### config.mk
export PLATFORM = sky130hd
export DESIGN_NAME = alu_pipe
export DESIGN_NICKNAME = d
export VERILOG_FILES = /design/src/rtl/alu_pipe.sv
export SDC_FILE = /design/constraint.sdc
export NUM_CORES = 1
export LEC_CHECK = 0
export BUFFER_PORTS_ARGS = -buffer_cell sky130_fd_sc_hd__buf_2
export CAP_MARGIN = 20
export CORE_MARGIN = 2
export CORE_UTILIZATION = 60
export CTS_CLUSTER_DIAMETER = 40
export DETAILED_ROUTE_END_ITERATION = 10
export PLACE_DENSITY = 0.86
export REMOVE_ABC_BUFFERS = 1
export SETUP_SLACK_MARGIN = 0.5
export SKIP_LAST_GASP = 1
export SYNTH_ARGS = -nofsm -noshare
export SYNTH_HDL_FRONTEND = slang
export SYNTH_SLANG_ARGS = --single-unit
### constraint.sdc
create_clock -name clk -period 4.1 [get_ports clk]
set_input_delay 0.615 -clock clk [delete_from_list [all_inputs] [get_ports clk]]
set_output_delay 0.615 -clock clk [all_outputs]
set_load 0.005 [all_outputs]
### src/rtl/alu_pipe.sv
// rtl/alu_pipe.sv - two-stage valid/ready ALU with persistent accumulator and carry register
module alu_pipe #(
    parameter int WIDTH = 8
) (
    input  logic             clk,
    input  logic             rst_n,
    input  logic             in_valid,
    output logic             in_ready,
    input  logic [3:0]       in_op,
    input  logic [WIDTH-1:0] in_a,
    input  logic [WIDTH-1:0] in_b,
    input  logic             in_acc_sel,
    input  logic             in_acc_wr,
    output logic             out_valid,
    input  logic             out_ready,
    output logic [WIDTH-1:0] out_y,
    output logic [3:0]       out_flags,
    output logic [WIDTH-1:0] out_acc
);
    localparam int SW  = $clog2(WIDTH);
    localparam int MSB = WIDTH - 1;

    typedef enum logic [3:0] {
        OP_ADD  = 4'h0, OP_SUB  = 4'h1, OP_AND  = 4'h2, OP_OR   = 4'h3,
        OP_XOR  = 4'h4, OP_NAND = 4'h5, OP_NOR  = 4'h6, OP_XNOR = 4'h7,
        OP_SHL  = 4'h8, OP_SHR  = 4'h9, OP_INC  = 4'hA, OP_DEC  = 4'hB,
        OP_PASS = 4'hC, OP_ADC  = 4'hD, OP_NOT  = 4'hE, OP_CMP  = 4'hF
    } op_e;

    op_e              s1_op_q;
    logic             s1_valid_q, s1_acc_sel_q, s1_acc_wr_q;
    logic [WIDTH-1:0] s1_a_q, s1_b_q;
    logic             out_valid_q, carry_q;
    logic [WIDTH-1:0] y_q, acc_q;
    logic [3:0]       flags_q;

    logic             s2_free, s1_adv, accept;
    logic [WIDTH-1:0] opa, opnd, y_d;
    logic [WIDTH:0]   arith, shl_ext, shr_ext;
    logic [SW-1:0]    amt;
    logic             sub, cin, arith_v, c_d, v_d, carry_wr;
    logic [3:0]       flags_d;

    assign s2_free   = !out_valid_q || out_ready;
    assign s1_adv    = s1_valid_q && s2_free;
    assign in_ready  = !s1_valid_q || s2_free;
    assign accept    = in_valid && in_ready;
    assign out_valid = out_valid_q;
    assign out_y     = y_q;
    assign out_flags = flags_q;
    assign out_acc   = acc_q;

    // Operand A reads the live accumulator, so every op sees all earlier results.
    always_comb begin
        opa  = s1_acc_sel_q ? acc_q : s1_a_q;
        amt  = s1_b_q[SW-1:0];
        opnd = s1_b_q;
        sub  = 1'b0;
        cin  = 1'b0;
        case (s1_op_q)
            OP_SUB, OP_CMP: sub = 1'b1;
            OP_INC:         opnd = WIDTH'(1);
            OP_DEC: begin
                opnd = WIDTH'(1);
                sub  = 1'b1;
            end
            OP_ADC:         cin = carry_q;
            default: ;
        endcase
        arith   = sub ? ({1'b0, opa} - {1'b0, opnd})
                      : ({1'b0, opa} + {1'b0, opnd} + {{WIDTH{1'b0}}, cin});
        arith_v = (sub ? (opa[MSB] != opnd[MSB]) : (opa[MSB] == opnd[MSB]))
                  && (arith[MSB] != opa[MSB]);
        // Extra bit on each shifter catches the last bit shifted out (0 for amount 0).
        shl_ext = {1'b0, opa} << amt;
        shr_ext = {opa, 1'b0} >> amt;

        y_d      = '0;
        c_d      = 1'b0;
        v_d      = 1'b0;
        carry_wr = 1'b1;
        case (s1_op_q)
            OP_ADD, OP_SUB, OP_INC, OP_DEC, OP_ADC, OP_CMP: begin
                y_d = arith[MSB:0];
                c_d = arith[WIDTH];
                v_d = arith_v;
            end
            OP_SHL: begin
                y_d = shl_ext[MSB:0];
                c_d = shl_ext[WIDTH];
            end
            OP_SHR: begin
                y_d = shr_ext[WIDTH:1];
                c_d = shr_ext[0];
            end
            OP_AND:  begin y_d = opa & s1_b_q;    carry_wr = 1'b0; end
            OP_OR:   begin y_d = opa | s1_b_q;    carry_wr = 1'b0; end
            OP_XOR:  begin y_d = opa ^ s1_b_q;    carry_wr = 1'b0; end
            OP_NAND: begin y_d = ~(opa & s1_b_q); carry_wr = 1'b0; end
            OP_NOR:  begin y_d = ~(opa | s1_b_q); carry_wr = 1'b0; end
            OP_XNOR: begin y_d = ~(opa ^ s1_b_q); carry_wr = 1'b0; end
            OP_PASS: begin y_d = opa;             carry_wr = 1'b0; end
            OP_NOT:  begin y_d = ~opa;            carry_wr = 1'b0; end
            default: carry_wr = 1'b0;
        endcase
        flags_d = {y_d[MSB], (y_d == '0), c_d, v_d};
    end

    always_ff @(posedge clk or negedge rst_n) begin
        if (!rst_n) begin
            s1_valid_q   <= 1'b0;
            s1_op_q      <= OP_ADD;
            s1_a_q       <= '0;
            s1_b_q       <= '0;
            s1_acc_sel_q <= 1'b0;
            s1_acc_wr_q  <= 1'b0;
            out_valid_q  <= 1'b0;
            y_q          <= '0;
            flags_q      <= '0;
            acc_q        <= '0;
            carry_q      <= 1'b0;
        end else begin
            if (accept) begin
                s1_valid_q   <= 1'b1;
                s1_op_q      <= op_e'(in_op);
                s1_a_q       <= in_a;
                s1_b_q       <= in_b;
                s1_acc_sel_q <= in_acc_sel;
                s1_acc_wr_q  <= in_acc_wr;
            end else if (s1_adv) begin
                s1_valid_q <= 1'b0;
            end

            if (s1_adv) begin
                out_valid_q <= 1'b1;
                y_q         <= y_d;
                flags_q     <= flags_d;
                if (carry_wr)
                    carry_q <= c_d;
                if (s1_acc_wr_q && (s1_op_q != OP_CMP))
                    acc_q <= y_d;
            end else if (out_ready) begin
                out_valid_q <= 1'b0;
            end
        end
    end
endmodule

==> results.yml <==
outcome:
  status: "finished clean"
die:
  die_w_um: 87.8
  dieArea_sq_um: 7710
  pin_count: 48
  fp-row-count: 30
  die_h_um: 87.8
  start_util_pct: 62.0
  fp.coreArea_sq_um: 6790
grt:
  globalRouteOverflowTotal: 0
  grt_usage_pct: 35.2
  grt_pass1_wl_um: 20200
  grt_max_degree: 45
  grt_pass1_vias: 3729
  grt_antenna_before_repair: 0
setup_path:
  end_kind: "flop"
  crit_path_max_fanout: 6
  crit_arrival_ns: 3.69
  crit_buf_inv: 2
  critPathTopFamily: "simple AND/OR/NAND/NOR gates"
  critPathMostFrequentCell: "or3_1"
  crit_slowest_cell: "dfrtp_1"
  start_kind: "flop"
  cp_data_required_time_ns: 4.31
  r2r-start: "s1_acc_sel_q$_DFFE_PN0P_"
  crit_start: "s1_acc_sel_q$_DFFE_PN0P_"
  critPathMaxStageDelay_ns: 0.42
  path_class: "reg2reg"
  cp_cell_sequence: "buf_6 > mux2i_4 > inv_1 > ha_1 > nor2b_1 > o21ai_0 > a31oi_1 > or3_1 > a211o_1 > or3_1 > or4_1 > o41ai_2"
routing:
  detailedRoute.firstPassIterationCount: 6
  drt_iter0_markers: 413
  drcViolationCount: 0
  vias: 3931
  wire_per_inst_um: 21.6
  routed_via_density: 6.52
  drt-total-wl_um: 13000
  ant_nets: 0
logic_synthesis:
  synthTopCellsByArea: "dfrtp_1 26%, mux2_2 11%, ha_1 9.5%, mux2i_1 3.3%, nand2_1 3.3%"
  synthMuxAreaShare_pct: 22.5
  synth-adder-area-share_pct: 10.9
  synth_seq_area_share_pct: 26.1
  synth_top_cell_by_area: "dfrtp_1"
  synth.distinct_cells: 64
  synth_top_family_by_area: "multiplexers"
  async_flop_share_pct: 100
  synth.most_common_cell: "dfrtp_1"
  synth_compound_area_share_pct: 17.5
  yosys_register_bits: 44
  synthFlopType: "dfrtp_1"
  postSynthCellCount: 453
  synth-simple-area-share_pct: 14.8
  synthesis.area_sq_um: 4220
  yosys.area.top_type_share_pct: 26.1
  syn_avg_cell_area_sq_um: 9.31
  ys_top_cells_by_count: "44 x dfrtp_1, 43 x mux2_2, 37 x nand2_1, 32 x ha_1, 31 x inv_1"
  yosysWarnings: 0
  synth_edf_count: 0
  synth_xor_area_share_pct: 1.87
clocking:
  cts_hold_repair.buffers: 0
  cts.sinks: 44
  cts_tree: "done"
  clk_pin_slew_ns: 0.09
  cts-root-buf: "clkbuf_8"
  htreeDepth: 2
  clkLatencyLatePin_ns: 0.32
  cts_max_path_buffers: 2
  cts_inserted_buffers: 5
power_and_ir_drop:
  clkPwrFrac_pct: 12.8
  pwr-share-comb_pct: 62.9
  leakage_nw: 2.20
  ir_drop_mv: 0.388
  p_seq_share_pct: 24.4
  switching_power_w: 0.00131
  p_int_w: 0.00153
  swShare_pct: 46.3
  power_density_nw_per_um2: 588
placement:
  io_buffers: 47
  dp_hpwl_um: 9740
  gp_congestion: 1.02
timing:
  slew_violations: 0
  maxClockFrequency_mhz: 288
  slew_headroom_pct: 36.9
  hold-worst-slack_ns: 0.117
  setup_viol: 0
  post-route-min-period_ns: 3.48
  finClkSkew_ns: 0.0146
  period_share_pct: 84.8
  rsz0062_at_grt: "false"
  hold_viol_final: 0
  worst_slew_pin_slew_ns: 0.946
  finalSetupTns_ns: 0
final_layout:
  nNetsFinal: 567
  area_delta_synth_final_pct: 14.5
  fillCellCount: 549
  drive_gt1_share_pct: 30.6
  diodes: 0
hold_path:
  hp-class: "in2async"
job:
  drv_cap: 0
## through the flow
step                      instances  instance area [sq um]  util (%)  total power, W  setup slack, ns
after floorplan                 427                   4080         -         0.00178            0.301
after global placement          585                   4550      67.0         0.00230            0.500
after detailed placement        585                   4550      67.0         0.00234            0.447
after CTS                       596                   4710      69.3         0.00272            0.522
after global routing            603                   4820      71.0         0.00302            0.505
final                           603                   4820      71.0         0.00284            0.625
## registers in the layout (all words and copies together) (netlist names)
name,cells
out_acc,8
out_y,8
s1_a_q,8
s1_b_q,8
s1_op_q,4
out_flags,3
carry_q,1
out_valid,1
s1_acc_sel_q,1
s1_acc_wr_q,1
s1_valid_q,1
## worst register-to-register path, stage by stage, from the launching register on
cell	delay, ns
dfrtp_1	0.42
buf_6	0.17
mux2i_4	0.35
inv_1	0.14
ha_1	0.22
nor2b_1	0.13
o21ai_0	0.18
a31oi_1	0.13
or3_1	0.40
a211o_1	0.32
or3_1	0.30
or4_1	0.42
o41ai_2	0.21
## logic make-up (layout without fill, tap and decap cells)
logic type	count (synthesis)	in the layout
buf+inv	60	114
mux	72	72
flops	44	44
simple gates	127	127
compound gates	106	106
xor+xnor	9	9
fa+ha+maj	35	35
## per-layer routing
layer	global-route usage, %	share of wire [%]	routed length [um]
met5	0	0	0
met4	14.3	3.8	496
met3	6.31	9.5	1240
met2	55.9	45	5930
met1	47.7	41	5360
## final cells by class
class / instances / area (sq um) / area share [%]
clock inverters: 3 / 46.3 / 0.960
well taps: 96 / 120 / 2.49
inverters: 34 / 133 / 2.75
multi-input cells: 349 / 2910 / 60.3
clock buffers: 5 / 68.8 / 1.43
repair buffers: 72 / 447 / 9.26
flip-flops and latches: 44 / 1100 / 22.8
## power groups by stage
stage / clock, W / combinational (W) / sequential (W)
6_report: 0.000362 / 0.00178 / 0.000692
5_1_grt: 0.000384 / 0.00193 / 0.000704
4_1_cts: 0.000361 / 0.00167 / 0.000688
3_5_place_dp: 0 / 0.00164 / 0.000695
3_3_place_gp: 0 / 0.00161 / 0.000683
2_1_floorplan: 0 / 0.00106 / 0.000713
## placed cells by master (no fill, tap or decap), drive strengths merged, types with 8 or more instances in the layout
| master | netlist | final |
|---|---|---|
| ha | 32 | 32 |
| dfrtp | 44 | 44 |
| buf | 11 | 72 |
| mux2i | 22 | 22 |
| nand3 | 12 | 12 |
| nor2b | 11 | 11 |
| o21ai | 18 | 18 |
| a21oi | 19 | 19 |
| inv | 34 | 35 |
| a211oi | 8 | 8 |
| nor3 | 11 | 11 |
| nand2 | 37 | 37 |
| nor2 | 26 | 26 |
| mux2 | 43 | 43 |
## final timing paths
path	to	slack (ns)	depth (start not counted)
min	out_acc[7]$_DFFE_PN0P_	0.12	1
min in group clk	out_flags[1]$_DFFE_PN0P_	0.48	2
max in group asynchronous	s1_op_q[0]$_DFFE_PN0P_	3.54	2
max	out_flags[2]$_DFFE_PN0P_	0.62	12
max reg2reg	out_flags[2]$_DFFE_PN0P_	0.62	12
min reg2reg	out_flags[1]$_DFFE_PN0P_	0.48	2
## what timing repair did
item,CTS,global route
resized for setup,8,12
setup buffers,3,6
pin swaps,2,1
setup endpoints to repair,1,3
Power figures use the tool's default switching activity.
